`src/rtl/video_timing_pkg.sv`:
```
// Timing constants and shared types for the raster generator.
// Defaults describe a 1080p60 frame.
package video_timing_pkg;

  localparam int unsigned VT_FRAME_WIDTH   = 2200;
  localparam int unsigned VT_FRAME_HEIGHT  = 1125;
  localparam int unsigned VT_SCREEN_WIDTH  = 1920;
  localparam int unsigned VT_SCREEN_HEIGHT = 1080;
  localparam int unsigned VT_H_SYNC_START  = 2008;
  localparam int unsigned VT_H_SYNC_END    = 2052;
  localparam int unsigned VT_V_SYNC_START  = 1084;
  localparam int unsigned VT_V_SYNC_END    = 1089;
  localparam int unsigned VT_BIT_WIDTH     = 12;
  localparam int unsigned VT_BIT_HEIGHT    = 11;
  localparam int unsigned VT_PIPE_LATENCY  = 2;

  typedef enum logic {
    IDLE = 1'b0,
    RUN  = 1'b1
  } state_t;

endpackage

```
`src/rtl/sync_delay_line.sv`:
```
// Fixed-depth shift register with async active-low clear.
// Depth 0 degenerates to a straight wire.
module sync_delay_line #(
  parameter int unsigned W     = 3,
  parameter int unsigned DEPTH = 2
) (
  input  logic         i_clk,
  input  logic         i_rst_n,
  input  logic [W-1:0] i_d,
  output logic [W-1:0] o_q
);

  generate
    if (DEPTH == 0) begin : g_wire
      assign o_q = i_d;
    end else begin : g_pipe
      logic [W-1:0] r_sr [DEPTH];

      // shift the sample one stage per clock
      always_ff @(posedge i_clk or negedge i_rst_n) begin
        if (!i_rst_n) begin
          for (int i = 0; i < int'(DEPTH); i++)
            r_sr[i] <= '0;
        end else begin
          r_sr[0] <= i_d;
          for (int i = 1; i < int'(DEPTH); i++)
            r_sr[i] <= r_sr[i-1];
        end
      end

      assign o_q = r_sr[DEPTH-1];
    end
  endgenerate

endmodule

```
`src/rtl/video_timing_gen.sv`:
```
// Raster scanner, sync/de alignment to the pixel pipeline
// and periodic image_change scheduling in vertical blank.
module video_timing_gen
  import video_timing_pkg::*;
#(
  parameter int unsigned FRAME_WIDTH   = VT_FRAME_WIDTH,
  parameter int unsigned FRAME_HEIGHT  = VT_FRAME_HEIGHT,
  parameter int unsigned SCREEN_WIDTH  = VT_SCREEN_WIDTH,
  parameter int unsigned SCREEN_HEIGHT = VT_SCREEN_HEIGHT,
  parameter int unsigned H_SYNC_START  = VT_H_SYNC_START,
  parameter int unsigned H_SYNC_END    = VT_H_SYNC_END,
  parameter int unsigned V_SYNC_START  = VT_V_SYNC_START,
  parameter int unsigned V_SYNC_END    = VT_V_SYNC_END,
  parameter logic        HSYNC_POL     = 1'b1,
  parameter logic        VSYNC_POL     = 1'b1,
  parameter int unsigned BIT_WIDTH     = VT_BIT_WIDTH,
  parameter int unsigned BIT_HEIGHT    = VT_BIT_HEIGHT,
  parameter int unsigned PIPE_LATENCY  = VT_PIPE_LATENCY
) (
  input  logic                  s_axi_aclk,
  input  logic                  s_axi_aresetn,
  input  logic                  enable,
  input  logic                  auto_start,
  input  logic [7:0]            frame_hold,
  input  logic [23:0]           rgb_in,
  output logic [BIT_WIDTH-1:0]  cx,
  output logic [BIT_HEIGHT-1:0] cy,
  output logic                  image_change,
  output logic                  hsync,
  output logic                  vsync,
  output logic                  de,
  output logic [23:0]           rgb_out,
  output logic [31:0]           frame_count
);

  localparam logic [BIT_WIDTH-1:0] L_CX_LAST =
    BIT_WIDTH'(FRAME_WIDTH - 1);
  localparam logic [BIT_WIDTH-1:0] L_SW =
    BIT_WIDTH'(SCREEN_WIDTH);
  localparam logic [BIT_WIDTH-1:0] L_HSS =
    BIT_WIDTH'(H_SYNC_START);
  localparam logic [BIT_WIDTH-1:0] L_HSE =
    BIT_WIDTH'(H_SYNC_END);
  localparam logic [BIT_HEIGHT-1:0] L_CY_LAST =
    BIT_HEIGHT'(FRAME_HEIGHT - 1);
  localparam logic [BIT_HEIGHT-1:0] L_SH =
    BIT_HEIGHT'(SCREEN_HEIGHT);
  localparam logic [BIT_HEIGHT-1:0] L_SH_LAST =
    BIT_HEIGHT'(SCREEN_HEIGHT - 1);
  localparam logic [BIT_HEIGHT-1:0] L_VSS =
    BIT_HEIGHT'(V_SYNC_START);
  localparam logic [BIT_HEIGHT-1:0] L_VSE =
    BIT_HEIGHT'(V_SYNC_END);

  state_t r_state;
  state_t w_state_nxt;

  logic [BIT_WIDTH-1:0]  r_cx;
  logic [BIT_HEIGHT-1:0] r_cy;
  logic [31:0]           r_frame_cnt;
  logic [7:0]            r_div;
  logic                  r_img_chg;
  logic                  r_de;
  logic                  r_hs;
  logic                  r_vs;
  logic [23:0]           r_rgb;

  logic       w_run;
  logic       w_line_end;
  logic       w_frame_end;
  logic       w_bound;
  logic       w_de_raw;
  logic       w_hs_raw;
  logic       w_vs_raw;
  logic [2:0] w_dl;

  assign w_run       = (r_state == RUN);
  assign w_line_end  = (r_cx == L_CX_LAST);
  assign w_frame_end = w_line_end && (r_cy == L_CY_LAST);
  // last clock before the first blank line is presented
  assign w_bound     = w_run && w_line_end &&
                       (r_cy == L_SH_LAST);

  // state register
  always_ff @(posedge s_axi_aclk or negedge s_axi_aresetn) begin
    if (!s_axi_aresetn) r_state <= IDLE;
    else                r_state <= w_state_nxt;
  end

  // next state: start on enable, stop only at frame end
  always_comb begin
    w_state_nxt = r_state;
    unique case (r_state)
      IDLE: if (enable) w_state_nxt = RUN;
      RUN:  if (w_frame_end && !enable) w_state_nxt = IDLE;
      default: w_state_nxt = IDLE;
    endcase
  end

  // raster counters and completed-frame count
  always_ff @(posedge s_axi_aclk or negedge s_axi_aresetn) begin
    if (!s_axi_aresetn) begin
      r_cx        <= '0;
      r_cy        <= '0;
      r_frame_cnt <= '0;
    end else if (w_run) begin
      if (w_line_end) begin
        r_cx <= '0;
        if (w_frame_end) begin
          r_cy        <= '0;
          r_frame_cnt <= r_frame_cnt + 32'd1;
        end else begin
          r_cy <= r_cy + 1'b1;
        end
      end else begin
        r_cx <= r_cx + 1'b1;
      end
    end else begin
      r_cx <= '0;
      r_cy <= '0;
    end
  end

  // image swap divider, fires as (0, SCREEN_HEIGHT) appears
  always_ff @(posedge s_axi_aclk or negedge s_axi_aresetn) begin
    if (!s_axi_aresetn) begin
      r_div     <= '0;
      r_img_chg <= 1'b0;
    end else begin
      r_img_chg <= 1'b0;
      if (w_bound) begin
        if (auto_start && (frame_hold != 8'd0)) begin
          if (r_div >= frame_hold - 8'd1) begin
            r_img_chg <= 1'b1;
            r_div     <= '0;
          end else begin
            r_div <= r_div + 8'd1;
          end
        end else begin
          r_div <= '0;
        end
      end
    end
  end

  assign w_de_raw = w_run && (r_cx < L_SW) && (r_cy < L_SH);
  assign w_hs_raw = w_run && (r_cx >= L_HSS) && (r_cx < L_HSE);
  assign w_vs_raw = w_run && (r_cy >= L_VSS) && (r_cy < L_VSE);

  sync_delay_line #(
    .W     (3),
    .DEPTH (PIPE_LATENCY)
  ) u_dly (
    .i_clk   (s_axi_aclk),
    .i_rst_n (s_axi_aresetn),
    .i_d     ({w_de_raw, w_hs_raw, w_vs_raw}),
    .o_q     (w_dl)
  );

  // output stage aligned with the returned pixel
  always_ff @(posedge s_axi_aclk or negedge s_axi_aresetn) begin
    if (!s_axi_aresetn) begin
      r_de  <= 1'b0;
      r_hs  <= ~HSYNC_POL;
      r_vs  <= ~VSYNC_POL;
      r_rgb <= '0;
    end else begin
      r_de  <= w_dl[2];
      r_hs  <= w_dl[1] ? HSYNC_POL : ~HSYNC_POL;
      r_vs  <= w_dl[0] ? VSYNC_POL : ~VSYNC_POL;
      r_rgb <= w_dl[2] ? rgb_in : 24'd0;
    end
  end

  assign cx           = r_cx;
  assign cy           = r_cy;
  assign image_change = r_img_chg;
  assign hsync        = r_hs;
  assign vsync        = r_vs;
  assign de           = r_de;
  assign rgb_out      = r_rgb;
  assign frame_count  = r_frame_cnt;

endmodule

```
`config.mk`:
```
export PLATFORM = sky130hd
export DESIGN_NAME = video_timing_gen
export DESIGN_NICKNAME = d
export VERILOG_FILES = /design/src/rtl/video_timing_pkg.sv /design/src/rtl/sync_delay_line.sv /design/src/rtl/video_timing_gen.sv
export SDC_FILE = /design/constraint.sdc
export NUM_CORES = 1
export LEC_CHECK = 0
export CELL_PAD_IN_SITES_DETAIL_PLACEMENT = 0
export CELL_PAD_IN_SITES_GLOBAL_PLACEMENT = 2
export CORE_MARGIN = 2
export CORE_UTILIZATION = 30
export DETAILED_ROUTE_END_ITERATION = 10
export PLACE_DENSITY = 0.83
export SYNTH_ARGS = -nofsm -noshare
export SYNTH_HDL_FRONTEND = slang
export SYNTH_SLANG_ARGS = --single-unit
```
`constraint.sdc`:
```
create_clock -name s_axi_aclk -period 2.6 [get_ports s_axi_aclk]
set_input_delay 0.39 -clock s_axi_aclk [delete_from_list [all_inputs] [get_ports s_axi_aclk]]
set_output_delay 0.39 -clock s_axi_aclk [all_outputs]
set_load 0.005 [all_outputs]
```
==> results by group <==
Run status
  • Status: finished, final reports clean

Timing
  • Slew HR: 62.9%
  • Final setup viols: 0
  • Crit path time final: about 2.5 ns
  • Final period util: between 90% and 100%
  • Worst-margin pin slew: between 0.5 and 0.6 ns
  • RSZ-0062 raised after global routing: false
  • Layout Skew: 0.00478 ns
  • Slew Limit Fails: 0
  • Fmax: between 400 and 500 MHz
  • Final hold vios: 0

GRT
  • GRT Util Overall: 14.8%
  • Initial antenna violation count: 0
  • Pin count of the biggest net entering global routing: 47
  • Total gr overflow: 0
  • First-pass GRT wire length: 18.8 mm
  • Vias in the first global route: 3665

Critical path
  • Worst r2r path cells: 6
  • CP Launch Type: input pin
  • Setup CP Type: input pin to register
  • Crit path DAT: 2.71 ns
  • WP data required: ~2.8 ns
  • Flop2flop setup slack: just under 0.3 ns
  • Slowest cell on crit path: clkdlybuf4s50_1
  • CP Max Fanout: 8
  • Critical path endpoint category: register
  • Worst path cell trace: clkdlybuf4s50_1, inv_2, ha_2, inv_1, or3_1, xor2_1, ha_1, nand2_1, a311o_2, nand3b_1, o22ai_1
  • Max incr delay on CP: between 0.4 and 0.5 ns

Run
  • Max-Cap Viols: 0

Finish
  • Multi-input gate area: 0.00207 mm²
  • Finished Cell Area: 0.00651 mm²
  • P&R area growth vs syn: 42.2%
  • Share of layout cells above drive strength 1: 11.2%
  • FF+latch area: roughly 0.0025 mm²
  • Final #Nets: 624
  • FILL cells: 1422
  • Antenna diode count: 0

Place
  • DP Area: 0.00613 mm²
  • Post-DP HPWL: ~8.4 mm
  • RD Place Congestion: slightly below 0.8
  • Buffers added on ports: 118

Die
  • Core ar.: roughly 0.015 mm²
  • Die width: 128 µm
  • Die H: 128 µm
  • I/O pin total: around 120
  • Die Area: 0.0163 mm²
  • Num rows: 45
  • Initial core utilization: roughly 30%

Synth
  • Synth Flop Type: dfrtp_1
  • EDFF count, synth: 0
  • Mapped Avg Cell Area: between 10 and 15 µm²
  • FF+latch count, synth: 98
  • Post-synth ARST share: 100%
  • Register area share after synthesis: 53.6%
  • Syn nets: 482
  • Cell Area, Synth: 0.00458 mm²
  • Yosys cell types: 48
  • Syn. warnings: 0
  • Gate Count Post-Synth: approximately 430

Route
  • Initial drt markers: 121
  • Antenna-violating nets left: 0
  • WL/cell: 14.8 µm
  • Initial DRT Pass Iterations: 4
  • Vias: approximately 3.7k
  • WL final: 11.4 mm
  • Residual DRC: 0
  • Post-DR vias/cell: roughly 4.8

Clock network
  • Clock buffer depth: 2
  • Clock transition at path regs: 0.07 ns
  • TritonCTS buffer count: 9
  • Worst-Skew Late Latency: approximately 0.35 ns
  • CTS root buf: clkbuf_16
  • H-tree levels: 3
  • # clock sinks: 98
  • TritonCTS clock tree: yes

Power and ir drop
  • Clock power share: 43.7%
  • Logic gate share of total power: 7.2%
  • Sequential share of power: 49.0%
  • Sw Share: 22.6%
  • Pwr per Cell Area: 488 mW/mm²
  • Internal power: around 0.0025 W
  • Design Power: around 0.0032 W
  • Peak VDD IR: 0.000306 V
  • Pleak: between 2 and 3 nW
  • P_sw: about 0.0007 W

Min path
  • Min-Delay Path Class: register to register
  • Worst hold path stage count: 0
## kinds of logic after synthesis
kind of cell    synth area share [%]
flops                           53.6
xor+xnor                        10.3
buf+inv                         2.73
mux                            0.246
compound gates                  4.59
simple gates                    24.5
fa+ha+maj                       4.10
## layout make-up
class	instances	area share, %
repair buffers	142	21.1
clock inverters	6	1.15
well taps	188	3.61
clock buffers	10	3.67
flip-flops and latches	98	37.7
inverters	19	1.10
multi-input cells	303	31.7
## sequential cells by signal, summed over array words and instances (netlist names), 3 cells and up
name	count
rgb_out	24
u_dly.g_pipe.r_sr	3
cy	11
frame_count	32
cx	12
r_div	8
u_dly.o_q	3
## worst max-delay path, delay by kind of cell
family	cells	cell delay, ns
fa+ha+maj	2	0.45
simple gates	3	0.61
xor+xnor	1	0.15
compound gates	2	0.53
buf+inv	3	0.56
## cells in the mapped netlist, types with 2 or more instances
cell type	instances	area [µm²]
nand4_1	25	156
nand2_1	31	116
nor2b_1	3	18.8
and3_1	11	68.8
ha_1	15	188
buf_2	5	25.0
nor4_4	2	42.5
nor3_1	13	65.1
xnor2_1	33	289
nor4_1	3	18.8
or2_2	2	12.5
and4_2	2	20.0
clkbuf_1	4	15.0
and2_1	25	156
o22ai_1	6	37.5
nor2_1	34	128
and4_1	7	61.3
dfrtp_1	98	2450
a31oi_1	6	37.5
inv_1	19	71.3
a21oi_1	9	45.0
xor2_1	21	184
or3_1	4	25.0
o21ai_0	6	30.0
nand3_1	24	120
## final timing paths
kind / endpoint / startpoint
max: r_div[2]$_DFFE_PN0P_ / frame_hold[0]
min: u_dly.o_q[1]$_DFF_PN0_ / u_dly.g_pipe.r_sr[4]$_DFF_PN0_
max reg2reg: frame_count[25]$_DFFE_PN0P_ / cx[0]$_DFF_PN0_
min reg2reg: u_dly.o_q[1]$_DFF_PN0_ / u_dly.g_pipe.r_sr[4]$_DFF_PN0_
max in group asynchronous: image_change$_DFF_PN0_ / s_axi_aresetn
min in group asynchronous: rgb_out[5]$_DFF_PN0_ / s_axi_aresetn
## cell usage in the layout, fill, tap and decap left out, types with 4 or more instances in the layout
cell type and n:
nand2_1 31, or3_1 4, and3_1 11, xor2_1 21, a31oi_1 6, a21oi_1 8, clkbuf_16 9, clkdlybuf4s50_1 113
ha_1 14, o21ai_0 5, nand3_1 24, and2_1 25, dfrtp_1 98, nor2_1 32, o22ai_1 6, xnor2_1 33
nand4_1 25, nor3_1 12, inv_1 18, buf_4 23, and4_1 7
## layer usage
| layer | wire length [µm] | global-route usage, % |
|---|---|---|
| met5 | 0 | 0 |
| met4 | 214 | 5.62 |
| met3 | 414 | 3.64 |
| met2 | 5790 | 25.1 |
| met1 | 4950 | 18.2 |
## what timing repair did
action,4_1_cts,5_1_grt
endpoints found under the setup margin,9,7
setup buffers,1,0
gates cloned,0,0
endpoints found under the hold margin,27,0
hold buffers,1,0
pin swaps,14,12
resized for setup,8,10
## power by group through the flow
| stage | Sequential (W) | Combinational (W) | Clock [W] |
|---|---|---|---|
| CTS | 0.00156 | 0.000229 | 0.00144 |
| floorplan | 0.00159 | 0.0000631 | 0 |
| global route | 0.00156 | 0.000255 | 0.00151 |
| finish | 0.00156 | 0.000230 | 0.00139 |
| detailed placement | 0.00159 | 0.000225 | 0 |
| global placement | 0.00159 | 0.000221 | 0 |
## metrics by stage
stage	setup TNS (ns)	hold slack (ns)	cells	utilization, %	setup WS (ns)
after detailed placement	-4.37	0.335	748	40.7	-0.520
after global placement	-3.66	0.332	748	40.7	-0.431
after floorplan	0	0.0944	431	-	0.0580
after global routing	0	0.360	766	43.3	0.00547
after CTS	0	0.351	766	43.1	0.0607
final	0	0.350	766	43.3	0.119
Note: power is estimated with default switching activity, not from simulation.
==> edit 1 (same settings) <==
`VT_BIT_WIDTH`: 12 -> 6.
--- a/src/rtl/video_timing_pkg.sv
+++ b/src/rtl/video_timing_pkg.sv
@@ -10,7 +10,7 @@
   localparam int unsigned VT_H_SYNC_END    = 2052;
   localparam int unsigned VT_V_SYNC_START  = 1084;
   localparam int unsigned VT_V_SYNC_END    = 1089;
-  localparam int unsigned VT_BIT_WIDTH     = 12;
+  localparam int unsigned VT_BIT_WIDTH     = 6;
   localparam int unsigned VT_BIT_HEIGHT    = 11;
   localparam int unsigned VT_PIPE_LATENCY  = 2;
 
Ports: changed (resized cx); port bits go from 119 to 113. No check against the original RTL was run, so the function may have changed too.
==> edit 1 against the unedited design <==
Clock skew is 0.0027 ns higher. Non-clock buffer count fell by 59. Sequential cell count fell by 33. Area after synthesis is 20% lower. Routed wire length fell by 32%. Final area is 26% lower. Clock power is 14% lower. Total power down 27%. Worst setup slack got worse by 0.094 ns. Final cell count is 22% lower. Critical path type unchanged.
==> edit 1: results (changes against the unedited design) <==
stage	metric	value	unit	change
outcome	outcome	finished, final reports clean		unchanged
setup_path	cp_data_arrival_time	2.84	ns	was 2.71 ns
setup_path	path_max_fanout	6		was 8
grt	grt_pass1_wl	13190	um	was 18820 um
yosys	synth_area_leaders	dfrtp_1 (44%), xor2_1 (7.4%), ha_1 (5.5%)		was dfrtp_1 (54%), xnor2_1 (6.3%), ha_1 (4.1%)
place	dp_hpwl	5524	um	was 8375 um
grt	grt_max_degree	38		was 47
grt	gr-usage-met1	16.17	%	was 18.19%
yosys	yosysSeqAreaShare	44.44	%	was 53.55%
setup_path	timing.rr.end	frame_count[20]$_DFFE_PN0P_		was frame_count[25]$_DFFE_PN0P_
yosys	synth-compound-area-share	4.410	%	was 4.590%
setup_path	regToRegSetupSlack	0.18	ns	was 0.29 ns
clocking	worstSkewPairLatency	0.33	ns	was 0.35 ns
hold_path	hold_path.class	in2async		was reg2reg
clocking	clkTransAtPathRegs	0.05	ns	was 0.07 ns
yosys	synthDistinctLibCells	49		was 48
setup_path	rr_startpoint	cx[0]$_DFF_PN0_		unchanged
yosys	synth_fa_ha_area_share	5.470	%	was 4.098%
grt	gr-usage-met3	4.606	%	was 3.643%
yosys	synth_commonest_cells	dfrtp_1 (65), xor2_1 (31), nand2_1 (30), buf_4 (25), nor2_1 (24)		was dfrtp_1 (98), nor2_1 (34), xnor2_1 (33), nand2_1 (31)
yosys	synth_xor_area_share	11.73	%	was 10.33%
final_layout	nNetsFinal	498		was 624
place	portBuffers	63		was 118
final_layout	n_fill_cell	1161		was 1422
grt	grt_pass1_vias	2737		was 3665
drt	drt_iter0_markers	140		was 121
clocking	numCtsBuffers	9		unchanged
timing	max_slew.worst_pin.slew	0.6926	ns	was 0.5568 ns
grt	use_met2	20.28	%	was 25.10%
timing	worst_clock_skew	0.007500	ns	was 0.004784 ns
drt	wirelength	7776	um	was 11360 um
place	place.gp.congestion	0.7751		was 0.7893
power	vdd_drop_max	0.0003172	V	was 0.0003064 V
drt	via_per_inst	4.677		was 4.773
grt	grtUsageTotal	12.67	%	was 14.78%
edit 1: cell families (layout without fill, tap and decap cells):
family / Yosys count / after routing
multiplexers: 1 / 1
AO/OA/AOI/OAI: 24 / 24
buffers and inverters: 49 / 114
adder cells (fa/ha/maj): 16 / 16
XOR/XNOR: 49 / 49
other: 1 / 26
flip-flops: 65 / 65
AND/OR/NAND/NOR: 156 / 156
edit 1: stage by stage:
step	cells	utilization (%)	TNS (ns)	worst slack [ns]	hold WS, ns
6_report	598	40.39	0	0.02517	0.1088
5_1_grt	598	40.39	-0.1005	-0.09909	0.1574
4_1_cts	598	40.14	-0.01898	-0.01898	0.1232
3_5_place_dp	581	37.66	-5.369	-0.7418	0.3347
3_3_place_gp	581	37.66	-4.990	-0.6763	0.3323
2_1_floorplan	386	-	-0.2586	-0.1097	0.09441
edit 1: final cells by class:
cell class | instances | area (um^2) | area share [%]
Clock buffer | 13 | 250.2 | 5.180
Timing Repair Buffer | 83 | 782.0 | 16.19
Tap cell | 147 | 183.9 | 3.807
Clock inverter | 3 | 40.04 | 0.8288
Multi-Input combinational cell | 272 | 1892 | 39.16
Sequential cell | 65 | 1627 | 33.67
Inverter | 15 | 56.30 | 1.166
edit 1: how the worst max path moves through the flow:
| stage | startpoint | to | slack, ns | cells past startpoint |
|---|---|---|---|---|
| final | frame_hold[3] | r_div[2]$_DFFE_PN0P_ | 0.03 | 10 |
| after global routing | frame_hold[1] | r_div[2]$_DFFE_PN0P_ | -0.1 | 9 |
| after CTS | frame_hold[4] | r_div[2]$_DFFE_PN0P_ | -0.02 | 9 |
| after detailed placement | frame_hold[5] | r_div[2]$_DFFE_PN0P_ | -0.74 | 9 |
| after global placement | frame_hold[5] | r_div[2]$_DFFE_PN0P_ | -0.68 | 9 |
| after floorplan | frame_hold[5] | r_div[2]$_DFFE_PN0P_ | -0.11 | 9 |
edit 1: repair_timing:
action                                  in CTS  in global routing
endpoints found under the setup margin       8                  2
gates resized for setup                     23                  6
gates cloned                                 0                  0
pin swaps                                    7                  6
setup buffers                                1                  0
edit 1: critical path, stage by stage:
cell and delay (ns):
buf_6 0.09, or4_4 0.56, nor4_4 0.16, xnor2_1 0.15, ha_1 0.27, buf_6 0.13, nor2b_4 0.11, or4_4 0.56
nor4b_4 0.27, a221o_1 0.15
edit 1: where the power goes:
group	internal, mW	total (mW)	leakage (nW)	switching [mW]
Combinational	0.0510	0.115	1.22	0.0640
Sequential	1.02	1.02	0.874	0.00176
Clock	0.766	1.19	0.144	0.427
edit 1: routing by layer:
layer	routed length [um]	vias to the layer above	share of wire [%]
met3	354	6	4.6
met2	3712	67	48
met5	0	-	0
met1	3636	1361	47
met4	72	0	0.93
li1	-	1363	-
==> edit 2 (config.mk and constraints unchanged) <==
Made on the original files. Make the reset (`i_rst_n` and `s_axi_aresetn`) synchronous in 5 clocked blocks. Comments in the files are not updated.
--- a/src/rtl/sync_delay_line.sv
+++ b/src/rtl/sync_delay_line.sv
@@ -17,7 +17,7 @@
       logic [W-1:0] r_sr [DEPTH];
 
       // shift the sample one stage per clock
-      always_ff @(posedge i_clk or negedge i_rst_n) begin
+      always_ff @(posedge i_clk) begin
         if (!i_rst_n) begin
           for (int i = 0; i < int'(DEPTH); i++)
             r_sr[i] <= '0;
--- a/src/rtl/video_timing_gen.sv
+++ b/src/rtl/video_timing_gen.sv
@@ -82,7 +82,7 @@
                        (r_cy == L_SH_LAST);
 
   // state register
-  always_ff @(posedge s_axi_aclk or negedge s_axi_aresetn) begin
+  always_ff @(posedge s_axi_aclk) begin
     if (!s_axi_aresetn) r_state <= IDLE;
     else                r_state <= w_state_nxt;
   end
@@ -98,7 +98,7 @@
   end
 
   // raster counters and completed-frame count
-  always_ff @(posedge s_axi_aclk or negedge s_axi_aresetn) begin
+  always_ff @(posedge s_axi_aclk) begin
     if (!s_axi_aresetn) begin
       r_cx        <= '0;
       r_cy        <= '0;
@@ -122,7 +122,7 @@
   end
 
   // image swap divider, fires as (0, SCREEN_HEIGHT) appears
-  always_ff @(posedge s_axi_aclk or negedge s_axi_aresetn) begin
+  always_ff @(posedge s_axi_aclk) begin
     if (!s_axi_aresetn) begin
       r_div     <= '0;
       r_img_chg <= 1'b0;
@@ -158,7 +158,7 @@
   );
 
   // output stage aligned with the returned pixel
-  always_ff @(posedge s_axi_aclk or negedge s_axi_aresetn) begin
+  always_ff @(posedge s_axi_aclk) begin
     if (!s_axi_aresetn) begin
       r_de  <= 1'b0;
       r_hs  <= ~HSYNC_POL;
Formal check against the unedited RTL: differs if s_axi_aresetn is asserted again (counterexample within 4 cycles, from zero or initial values and one cycle with s_axi_aresetn low); with s_axi_aresetn held inactive, the same outputs for 10 cycles.
==> edit 2 against the unedited design <==
Area after synthesis shrank 4.4%. Worst setup slack gained 0.056 ns. First-iteration DRC count grew 47%. Non-clock buffer count grew 4. Final area shrank 3.8%. Total power shrank 1.9%. Routed wire length shrank 0.20%. Global-route usage shrank 0.30 points. Sequential cell count is the same. Count of clock-buffer cells in the layout grew 1. Largest cell class is now multi-input gates. Largest power group unchanged.
==> edit 2: results (changes against the unedited design) <==
stage	metric	value	unit	change
grt	grt_max_degree	33		was 47
hold_path	min_from	u_dly.g_pipe.r_sr[0][1]$_SDFF_PN0_		was u_dly.g_pipe.r_sr[4]$_DFF_PN0_
drt	wl_per_cell	13.83	um	was 14.83 um
drt	via_per_inst	4.859		was 4.773
setup_path	slowest_delay	0.56	ns	was 0.43 ns
clocking	cts_resized	0		was 8
drt	drt_iter0_markers	178		was 121
outcome	outcome	finished, final reports clean		unchanged
setup_path	cp_data_arrival_time	2.64	ns	was 2.71 ns
place	dpl.cell_count	804		was 748
drt	dr_total_vias	3984		was 3656
final_layout	nNetsFinal	682		was 624
timing	whs	0.4328	ns	was 0.3503 ns
yosys	synth_ff_type	dfxtp_1		was dfrtp_1
setup_path	slowest_stage	or4_4		was clkdlybuf4s50_1
timing	hold_violations	0		unchanged
timing	worst_clock_skew	0.01133	ns	was 0.004784 ns
yosys	synth_commonest_cells	dfxtp_1 (98), nor2_1 (49), a21oi_1 (34), xnor2_1 (32), nand2_1 (30)		was dfrtp_1 (98), nor2_1 (34), xnor2_1 (33), nand2_1 (31)
hold_path	hold_depth	1		was 0
final_layout	multi_input_area	2287	um^2	was 2067 um^2
yosys	synth_area_leaders	dfxtp_1 (45%), xnor2_1 (6.4%), ha_1 (4.3%)		was dfrtp_1 (54%), xnor2_1 (6.3%), ha_1 (4.1%)
place	dp_hpwl	8439	um	was 8375 um
final_layout	drive_gt1_share	9.748	%	was 11.25%
place	dpl-instance-area	5923	um^2	was 6126 um^2
grt	grt_pass1_wl	18890	um	was 18820 um
yosys	async_flop_share	0	%	was 100.0%
place	dpl_worst_slack	-0.2811	ns	was -0.5204 ns
yosys	ys_warn_count	0		unchanged
yosys	yosysSeqAreaShare	44.81	%	was 53.55%
drt	dr_wl_met3	272	um	was 414 um
setup_path	path_max_fanout	7		was 8
timing	slew_headroom	52.18	%	was 62.88%
clocking	numCtsBuffers	9		unchanged
drt	wl_met1	5295	um	was 4945 um
clocking	htree_num_levels	3		unchanged
grt	grtUsageTotal	14.49	%	was 14.78%
setup_path	rr_startpoint	cx[0]$_SDFF_PP0_		was cx[0]$_DFF_PN0_
place	place.gp.congestion	0.7899		was 0.7893
yosys	syn-num-nets	543		was 482
final_layout	n_fill_cell	1440		was 1422
yosys	avgSynthCellArea	8.898	um^2	was 10.63 um^2
power	p_leak	2.187	nW	was 2.798 nW
grt	grt_pass1_vias	3844		was 3665
setup_path	timing.rr.end	frame_count[20]$_SDFFE_PN0P_		was frame_count[25]$_DFFE_PN0P_
hold_path	hold_end	u_dly.g_pipe.r_sr[0][4]$_SDFF_PN0_		was u_dly.o_q[1]$_DFF_PN0_
drt	wl_met2	5594	um	was 5789 um
power	vdd_drop_max	0.0003135	V	was 0.0003064 V
yosys	synthDistinctLibCells	44		was 48
clocking	post_cts_buffers	0		was 1
-- edit 2: cells by family (layout without fill, tap and decap cells) --
family	count (synthesis)	count (layout)	share of synthesized area, %
AOI/OAI and AO/OA	66	66	8.145
and+or+nand+nor	231	231	30.47
muxes	1	1	0.2286
adders and majority gates	15	15	4.287
DFF	98	98	44.81
buffers and inverters	38	182	3.458
xor gates and xnor gates	43	43	8.602
-- edit 2: area by class of cell --
| cell class | instances | share of cell area, % |
|---|---|---|
| timing repair buffer | 146 | 22.20 |
| clock buffer | 11 | 3.714 |
| clock inverter | 5 | 1.398 |
| sequential | 98 | 31.31 |
| tap | 184 | 3.674 |
| inverter | 20 | 1.198 |
| multi-input combinational | 356 | 36.50 |
-- edit 2: worst max path at each step --
stage                  startpoint                     to  slack [ns]
floorplan           frame_hold[5]  r_div[7]$_SDFFE_PN0P_        0.22
global placement    frame_hold[5]  r_div[5]$_SDFFE_PN0P_       -0.23
detailed placement  frame_hold[5]  r_div[6]$_SDFFE_PN0P_       -0.28
CTS                 frame_hold[5]  r_div[2]$_SDFFE_PN0P_        0.08
global route        frame_hold[5]  r_div[2]$_SDFFE_PN0P_       0.003
finish              frame_hold[5]  r_div[6]$_SDFFE_PN0P_        0.18
-- edit 2: worst register-to-register path: stages (launching register included) --
cell     delay [ns]
dfxtp_1        0.38
ha_1           0.25
and4_1         0.32
and4_1         0.41
nand4_2        0.29
or4_1          0.47
a21oi_1        0.14
-- edit 2: per-layer routing --
layer  vias up  global-route usage [%]
li1       2022                       -
met2        60                   25.04
met3        12                   1.503
met5         -                       0
met4         0                   5.354
met1      1890                   18.65
-- edit 2: power breakdown --
part / total (mW) / switching (mW) / internal (mW)
clock: 1.45 / 0.594 / 0.853
combinational: 0.154 / 0.0627 / 0.0911
sequential: 1.52 / 0.00886 / 1.51
